$ cat config.mk
export PLATFORM = sky130hd
export DESIGN_NAME = nzr_receiver
export DESIGN_NICKNAME = d
export VERILOG_FILES = /design/src/rtl/nzr_pkg.sv /design/src/rtl/nzr_bit_decode.sv /design/src/rtl/nzr_receiver.sv
export SDC_FILE = /design/constraint.sdc
export NUM_CORES = 1
export LEC_CHECK = 0
export CAP_MARGIN = 30
export CORE_MARGIN = 10
export CORE_UTILIZATION = 45
export DETAILED_ROUTE_END_ITERATION = 6
export DONT_BUFFER_PORTS = 1
export HOLD_SLACK_MARGIN = 0.02
export PLACE_DENSITY = 0.56
export SYNTH_ARGS = -nofsm -noshare
export SYNTH_HDL_FRONTEND = slang
export SYNTH_HIERARCHICAL = 1
export SYNTH_SLANG_ARGS = --single-unit
$ cat constraint.sdc
create_clock -name clk -period 4.8 [get_ports clk]
set_input_delay 0.48 -clock clk [delete_from_list [all_inputs] [get_ports clk]]
set_output_delay 0.48 -clock clk [all_outputs]
set_load 0.005 [all_outputs]
$ cat src/rtl/nzr_pkg.sv
// nzr_pkg -- shared definitions for the WS2812B-style NZR link (receiver and
// transmitter side).
//   - nominal line timing in nanoseconds plus a helper that turns it into
//     clk cycles for a given clock frequency
//   - counter width used by every pulse-width counter on the link
//   - receiver FSM state encoding
package nzr_pkg;

  localparam int unsigned CLK_MHZ_DEF   = 50;

  // Nominal line timing; converted to cycles with ns_to_cycles().
  localparam int unsigned T_THRESH_NS   = 600;     // 0/1 decision point
  localparam int unsigned T_MINHIGH_NS  = 100;     // shorter high = glitch
  localparam int unsigned T_MAXHIGH_NS  = 5000;    // longer high = stuck line
  localparam int unsigned T_RESET_NS    = 280000;  // latch / reset code

  localparam int unsigned CNT_W = 14;
  localparam int unsigned GRB_W = 24;

  typedef logic [CNT_W-1:0] cnt_t;

  typedef enum logic [1:0] {
    S_SYNC = 2'd0,
    S_LOW  = 2'd1,
    S_HIGH = 2'd2
  } nzr_state_e;

  function automatic int unsigned ns_to_cycles(input int unsigned mhz,
                                               input int unsigned ns);
    return (mhz * ns) / 1000;
  endfunction

  // Counters stick at all-ones instead of wrapping, so a very long low or
  // high never masquerades as a short one.
  function automatic cnt_t sat_inc(input cnt_t v);
    return (v == '1) ? v : v + cnt_t'(1);
  endfunction

endpackage

$ cat src/rtl/nzr_bit_decode.sv
// nzr_bit_decode -- synchronizes the raw serial line, measures high and low
// pulse widths and classifies each high pulse.
// Ports:
//   clk, reset   system clock, synchronous active-high reset
//   dataIn       asynchronous serial line
//   riseEdge     synchronized rising edge (one cycle)
//   bitStrobe    valid bit finished (synchronized falling edge, width ok)
//   bitValue     value of the bit on bitStrobe (1 = long high)
//   glitch       falling edge of a high pulse shorter than T_MINHIGH
//   stuckHigh    one-cycle pulse once the line has been high > T_MAXHIGH
//   lowTimeout   level: line low for at least T_RESET cycles
module nzr_bit_decode
  import nzr_pkg::*;
#(
  parameter int unsigned T_THRESH  = ns_to_cycles(CLK_MHZ_DEF, T_THRESH_NS),
  parameter int unsigned T_MINHIGH = ns_to_cycles(CLK_MHZ_DEF, T_MINHIGH_NS),
  parameter int unsigned T_MAXHIGH = ns_to_cycles(CLK_MHZ_DEF, T_MAXHIGH_NS),
  parameter int unsigned T_RESET   = ns_to_cycles(CLK_MHZ_DEF, T_RESET_NS)
) (
  input  logic clk,
  input  logic reset,
  input  logic dataIn,
  output logic riseEdge,
  output logic bitStrobe,
  output logic bitValue,
  output logic glitch,
  output logic stuckHigh,
  output logic lowTimeout
);

  localparam cnt_t THRESH_C = cnt_t'(T_THRESH);
  localparam cnt_t MIN_C    = cnt_t'(T_MINHIGH);
  localparam cnt_t MAX_C    = cnt_t'(T_MAXHIGH);
  localparam cnt_t RESET_C  = cnt_t'(T_RESET);

  logic meta_q, sync_q, prev_q;
  cnt_t hi_cnt_q, hi_cnt_d;
  cnt_t lo_cnt_q, lo_cnt_d;
  logic fall;

  // meta_q/sync_q form the synchronizer; prev_q is only for edge detection.
  // NOTE: state flops use non-blocking assignments so every flop samples the
  // pre-edge value of the others; blocking here would collapse the chain.
  always_ff @(posedge clk) begin
    if (reset) begin
      meta_q   <= 1'b0;
      sync_q   <= 1'b0;
      prev_q   <= 1'b0;
      hi_cnt_q <= '0;
      lo_cnt_q <= '0;
    end else begin
      meta_q   <= dataIn;
      sync_q   <= meta_q;
      prev_q   <= sync_q;
      hi_cnt_q <= hi_cnt_d;
      lo_cnt_q <= lo_cnt_d;
    end
  end

  assign riseEdge = sync_q & ~prev_q;
  assign fall     = ~sync_q & prev_q;

  // hi_cnt_q holds the width of the current/last high pulse; it is left
  // untouched while the line is low so it is still valid on the falling edge.
  // NOTE: every signal written in always_comb gets a default first, so no
  // path can leave it unassigned and infer a latch.
  always_comb begin
    hi_cnt_d = hi_cnt_q;
    lo_cnt_d = lo_cnt_q;
    if (sync_q) begin
      hi_cnt_d = riseEdge ? cnt_t'(1) : sat_inc(hi_cnt_q);
      lo_cnt_d = '0;
    end else begin
      lo_cnt_d = sat_inc(lo_cnt_q);
    end
  end

  assign bitStrobe  = fall & (hi_cnt_q >= MIN_C);
  assign glitch     = fall & (hi_cnt_q <  MIN_C);
  assign bitValue   = (hi_cnt_q >= THRESH_C);
  // On the rise cycle hi_cnt_q still carries the previous pulse width, so it
  // must not be compared. hi_cnt_q == MAX_C means MAX_C+1 cycles high so far.
  assign stuckHigh  = sync_q & ~riseEdge & (hi_cnt_q == MAX_C);
  assign lowTimeout = ~sync_q & (lo_cnt_q >= RESET_C);

endmodule

$ cat src/rtl/nzr_receiver.sv
// nzr_receiver -- WS2812B serial line receiver. Decodes 24-bit GRB pixels,
// numbers them within a frame and reports frame latches and line errors.
// Ports:
//   clk, reset   system clock, synchronous active-high reset
//   dataIn       asynchronous serial line
//   grbOut       last decoded pixel, G[23:16] R[15:8] B[7:0]
//   grbValid     one-cycle pulse, grbOut/pixelIndex valid
//   pixelIndex   zero-based index of the pixel on grbOut (saturates at 255)
//   frameDone    one-cycle pulse when a frame is latched
//   pixelCount   complete pixels in the frame just closed
//   bitError     one-cycle pulse: glitch, stuck-high line, or partial pixel
//   lineIdle     resynchronizing, or line low for at least T_RESET cycles
module nzr_receiver
  import nzr_pkg::*;
#(
  parameter int unsigned CLK_MHZ   = CLK_MHZ_DEF,
  parameter int unsigned T_THRESH  = ns_to_cycles(CLK_MHZ, T_THRESH_NS),
  parameter int unsigned T_MINHIGH = ns_to_cycles(CLK_MHZ, T_MINHIGH_NS),
  parameter int unsigned T_MAXHIGH = ns_to_cycles(CLK_MHZ, T_MAXHIGH_NS),
  parameter int unsigned T_RESET   = ns_to_cycles(CLK_MHZ, T_RESET_NS)
) (
  input  logic             clk,
  input  logic             reset,
  input  logic             dataIn,
  output logic [GRB_W-1:0] grbOut,
  output logic             grbValid,
  output logic [7:0]       pixelIndex,
  output logic             frameDone,
  output logic [7:0]       pixelCount,
  output logic             bitError,
  output logic             lineIdle
);

  logic rise_edge, bit_strobe, bit_value, glitch, stuck_high, low_timeout;

  nzr_bit_decode #(
    .T_THRESH  (T_THRESH),
    .T_MINHIGH (T_MINHIGH),
    .T_MAXHIGH (T_MAXHIGH),
    .T_RESET   (T_RESET)
  ) u_bit_decode (
    .clk        (clk),
    .reset      (reset),
    .dataIn     (dataIn),
    .riseEdge   (rise_edge),
    .bitStrobe  (bit_strobe),
    .bitValue   (bit_value),
    .glitch     (glitch),
    .stuckHigh  (stuck_high),
    .lowTimeout (low_timeout)
  );

  nzr_state_e       state_q, state_d;
  logic [GRB_W-1:0] shift_q, shift_d;
  logic [GRB_W-1:0] grb_q, grb_d;
  logic [4:0]       bit_cnt_q, bit_cnt_d;
  logic [7:0]       pix_idx_q, pix_idx_d;
  logic [7:0]       pixel_index_q, pixel_index_d;
  logic [7:0]       pixel_count_q, pixel_count_d;
  logic             grb_valid_q, grb_valid_d;
  logic             frame_done_q, frame_done_d;
  logic             bit_error_q, bit_error_d;
  // Set by any shifted bit, cleared at frame close: a latch with no data in
  // between must not produce a second frameDone or overwrite pixelCount.
  logic             any_bit_q, any_bit_d;
  logic [GRB_W-1:0] shift_next;

  always_ff @(posedge clk) begin
    if (reset) begin
      state_q       <= S_SYNC;
      shift_q       <= '0;
      grb_q         <= '0;
      bit_cnt_q     <= '0;
      pix_idx_q     <= '0;
      pixel_index_q <= '0;
      pixel_count_q <= '0;
      grb_valid_q   <= 1'b0;
      frame_done_q  <= 1'b0;
      bit_error_q   <= 1'b0;
      any_bit_q     <= 1'b0;
    end else begin
      state_q       <= state_d;
      shift_q       <= shift_d;
      grb_q         <= grb_d;
      bit_cnt_q     <= bit_cnt_d;
      pix_idx_q     <= pix_idx_d;
      pixel_index_q <= pixel_index_d;
      pixel_count_q <= pixel_count_d;
      grb_valid_q   <= grb_valid_d;
      frame_done_q  <= frame_done_d;
      bit_error_q   <= bit_error_d;
      any_bit_q     <= any_bit_d;
    end
  end

  assign shift_next = {shift_q[GRB_W-2:0], bit_value};

  always_comb begin
    state_d       = state_q;
    shift_d       = shift_q;
    grb_d         = grb_q;
    bit_cnt_d     = bit_cnt_q;
    pix_idx_d     = pix_idx_q;
    pixel_index_d = pixel_index_q;
    pixel_count_d = pixel_count_q;
    grb_valid_d   = 1'b0;
    frame_done_d  = 1'b0;
    bit_error_d   = 1'b0;
    any_bit_d     = any_bit_q;

    unique case (state_q)
      S_SYNC: begin
        if (low_timeout) begin
          state_d   = S_LOW;
          bit_cnt_d = '0;
          pix_idx_d = '0;
          any_bit_d = 1'b0;
        end
      end

      S_LOW: begin
        if (rise_edge) begin
          state_d = S_HIGH;
        end else if (low_timeout && any_bit_q) begin
          // Frame close; a partial pixel is dropped and flagged.
          pixel_count_d = pix_idx_q;
          frame_done_d  = 1'b1;
          pix_idx_d     = '0;
          any_bit_d     = 1'b0;
          if (bit_cnt_q != 5'd0) begin
            bit_error_d = 1'b1;
            bit_cnt_d   = '0;
          end
        end
      end

      S_HIGH: begin
        if (stuck_high) begin
          bit_error_d = 1'b1;
          bit_cnt_d   = '0;
          state_d     = S_SYNC;
        end else if (glitch) begin
          bit_error_d = 1'b1;
          state_d     = S_LOW;
        end else if (bit_strobe) begin
          state_d   = S_LOW;
          shift_d   = shift_next;
          any_bit_d = 1'b1;
          if (bit_cnt_q == 5'd23) begin
            grb_d         = shift_next;
            grb_valid_d   = 1'b1;
            pixel_index_d = pix_idx_q;
            pix_idx_d     = (pix_idx_q == 8'hFF) ? pix_idx_q : pix_idx_q + 8'd1;
            bit_cnt_d     = '0;
          end else begin
            bit_cnt_d = bit_cnt_q + 5'd1;
          end
        end
      end

      default: state_d = S_SYNC;
    endcase
  end

  assign grbOut     = grb_q;
  assign grbValid   = grb_valid_q;
  assign pixelIndex = pixel_index_q;
  assign frameDone  = frame_done_q;
  assign pixelCount = pixel_count_q;
  assign bitError   = bit_error_q;
  assign lineIdle   = (state_q == S_SYNC) | low_timeout;

endmodule

==> impl_metrics.yaml <==
floorplanning:
  die_h_um: 126
  num_io_pins: 47
  design.core.area_sq_mm: 0.0109
  initial_utilization: 0.462
  die-width_um: 126
  die_area_sq_mm: 0.0158
  fp-row-count: 38
sta:
  final.period_utilization: 0.708
  setup_repair_after_global_routing_missed_its_margin: "false"
  final.min_clock_period_ns: 3.40
  final_setup_violating_endpoints: 0
  slew_headroom: 0.442
  max_freq_mhz: 294
  worst_slack_ns: 1.40
  tightest_slew_ns: 0.830
  timing.clock.skew_ns: 0.0124
  final.setup.tns_ns: 0
  timing.final.max_slew_violations: 0
  finalHoldViolations: 0
cts:
  post-cts-setup-buffers: 0
  clk_root_buffer_cell: "clkbuf_8"
  clock_tree_from_tritoncts: "yes"
  cts_sinks: 113
  tritoncts.num_buffers: 17
  clk_pin_slew_worst_paths_ns: 0.06
  cts.hold.buffers_added: 4
  cts-root-to-sink-buffers: 2
  htree_num_levels: 4
  clk_latency_worst_skew_pair_ns: 0.53
  cts-resized-gates: 0
cells_and_area:
  fill_cells: 1054
  most_common_cell_after_layout_fill_and_taps_aside: "nand2_1"
  final_design_area_no_fill_sq_mm: 0.00571
  antenna-diode-count: 0
  final_cell_mix: "nand2_1 (158), dfxtp_1 (113), a21oi_1 (90), nor2_1 (27), nand3_1 (22)"
  final_layout_size_suffix_gt1_frac: 0.0813
  syn_to_final_growth_pct: 13.4
  finalNetCount: 644
  post-route-util: 0.524
power_and_ir_drop:
  post-layout-total-power_mw: 2.16
  worst_ir_drop_vdd_mv: 0.180
  power.leakage_nw: 1.85
  power_density_mw_per_mm2: 378
detailed_routing:
  detail_route.drc_violations: 0
  dr_total_vias: 4467
  wl_per_cell_um: 15.9
  detail_route.vias_per_cell: 5.73
  detail-route-antenna-nets: 0
  wirelength_um: 12400
  drt_pre_antenna_iters: 7
  initial_drc_count: 326
logic_synthesis:
  synth_top_cells_by_area: "dfxtp_1 (45%), nand2_1 (12%), a21oi_1 (8.9%)"
  synthCells: 634
  synth_warnings: 6
  synth-main-ff-cell: "dfxtp_1"
  synth_top_area_share: 0.449
  post_synth_instance_area_sq_mm: 0.00503
  syn-num-nets: 651
  yosys.cell_types.count: 61
  synth_seq_cells: 113
  yosysTopAreaCell: "dfxtp_1"
  postSynthAreaPerCell_sq_um: 7.94
  postSynth.asyncResetShare: 0
  synth_enable_flop_cells: 0
  sequential_fraction_of_the_synthesis_area: 0.449
placement:
  pre_cts_slack_ns: 1.45
  dp_hpwl_um: 7840
  placement.io_buffers: 0
  globalplace.congestion: 0.830
  post_dp_cell_area_sq_mm: 0.00511
setup_path:
  critPathMaxFanout: 24
  path_class: "flip-flop to flip-flop"
  timing.rr.end: "grbOut[12]$_SDFFE_PP0P_"
  setup.worst_path.end: "grbOut[12]$_SDFFE_PP0P_"
  critPathMaxStageDelay_ns: 0.56
  r2r_start: "u_bit_decode/hi_cnt_q[9]$_SDFFE_PP0P_"
  cp_cell_sequence: "nor4_1 > nand3_1 > a2111oi_0 > nor2b_1 > and2b_2 > and2_1 > buf_4 > nand2_1 > buf_4 > nand2_1 > a21oi_1"
  critPathLaunch: "u_bit_decode/hi_cnt_q[9]$_SDFFE_PP0P_"
  cp.required_ns: 5.25
  worst_path_max_delay_cell: "a2111oi_0"
  r2r_cells: 11
  timing.critical_path.arrival_ns: 3.85
  critical_path.endpoint_type: "flip-flop"
  setup.reg_to_reg.worst_slack_ns: 1.40
  startpoint_type: "flip-flop"
run_status:
  outcome: "finished clean"
flow_run:
  maxcap_viol_count: 0
min_path:
  holdCritPathClass: "primary input to flip-flop"
global_route:
  grt_pass1_vias: 4160
  grt_antenna_before_repair: 0
  grt_util_all_layers: 0.153
  grt_max_degree: 45
  grt_first_pass_wirelength_um: 20500
  globalRoute.totalOverflow: 0
-- area by class of cell --
type | instances | area [sq um] | share of cell area
inverter | 20 | 75.1 | 0.0131
multi-input combinational | 466 | 2560 | 0.449
clock inverter | 12 | 113 | 0.0197
timing repair buffer | 9 | 97.6 | 0.0171
tap | 140 | 175 | 0.0307
sequential | 113 | 2260 | 0.396
clock buffer | 20 | 425 | 0.0745
-- state kept, by name (all words and copies together), names as in the netlist --
name	count
bit_cnt_q	5
u_bit_decode/prev_q	1
grbValid	1
frameDone	1
pixelCount	8
any_bit_q	1
shift_q	23
pixelIndex	8
pix_idx_q	8
bitError	1
u_bit_decode/sync_q	1
state_q	2
u_bit_decode/meta_q	1
u_bit_decode/lo_cnt_q	14
grbOut	24
u_bit_decode/hi_cnt_q	14
-- worst min-delay path by stage --
stage / startpoint / to / cells after the start
after floorplan: u_bit_decode/meta_q$_SDFF_PP0_ / u_bit_decode/sync_q$_SDFF_PP0_ / 1
after global placement: u_bit_decode/meta_q$_SDFF_PP0_ / u_bit_decode/sync_q$_SDFF_PP0_ / 1
after detailed placement: u_bit_decode/meta_q$_SDFF_PP0_ / u_bit_decode/sync_q$_SDFF_PP0_ / 1
after CTS: dataIn / u_bit_decode/meta_q$_SDFF_PP0_ / 1
after global routing: dataIn / u_bit_decode/meta_q$_SDFF_PP0_ / 1
final: dataIn / u_bit_decode/meta_q$_SDFF_PP0_ / 1
-- critical path, delay by kind of cell, from the launching register on --
family,cells,cell delay (ns)
flops,1,0.37
simple gates,7,1.69
compound gates,2,0.72
buf+inv,2,0.53
-- where the power goes --
part / total, mW / internal (mW) / switching (mW)
clock: 1.13 / 0.686 / 0.447
combinational: 0.0729 / 0.0247 / 0.0482
sequential: 0.951 / 0.943 / 0.00787
-- cells by family after synthesis --
family,share of synthesized area
DFF,0.449
adders and majority gates,0.0348
AOI/OAI and AO/OA,0.200
xor gates and xnor gates,0.00174
muxes,0.00994
and+or+nand+nor,0.262
buffers and inverters,0.0425
-- through the flow --
step,instances,hold WS (ns)
after floorplan,634,0.414
after global placement,744,0.427
after detailed placement,744,0.438
after CTS,780,0.0733
after global routing,780,0.0753
final,780,0.0863
-- cells in the mapped netlist (2+ instances only) --
master       n
nand2_1    158
dfxtp_1    113
a21oi_1     90
clkbuf_1    29
nor2_1      28
nand3_1     22
inv_1       20
o21ai_0     16
ha_1        14
nor3_1      13
nand4_1     10
a211oi_1     9
or3_1        9
a311oi_1     7
a31oi_1      7
and2_1       6
buf_2        6
or4_1        6
mux2i_1      5
nor2b_1      4
nor4_1       4
o31ai_1      4
a21o_1       3
and3_1       3
nand2b_1     3
or2_2        3
a2111o_1     2
a2111oi_0    2
a32o_1       2
nor3b_1      2
nor4b_1      2
o21bai_1     2
o32a_1       2
-- per-layer routing --
layer / up-vias / routed length, um / GRT usage
li1: 2221 / - / -
met1: 2111 / 5620 / 0.187
met2: 120 / 5760 / 0.239
met3: 15 / 847 / 0.0545
met4: 0 / 151 / 0.0616
met5: - / 0 / 0
(Power assumes the default switching activity.)
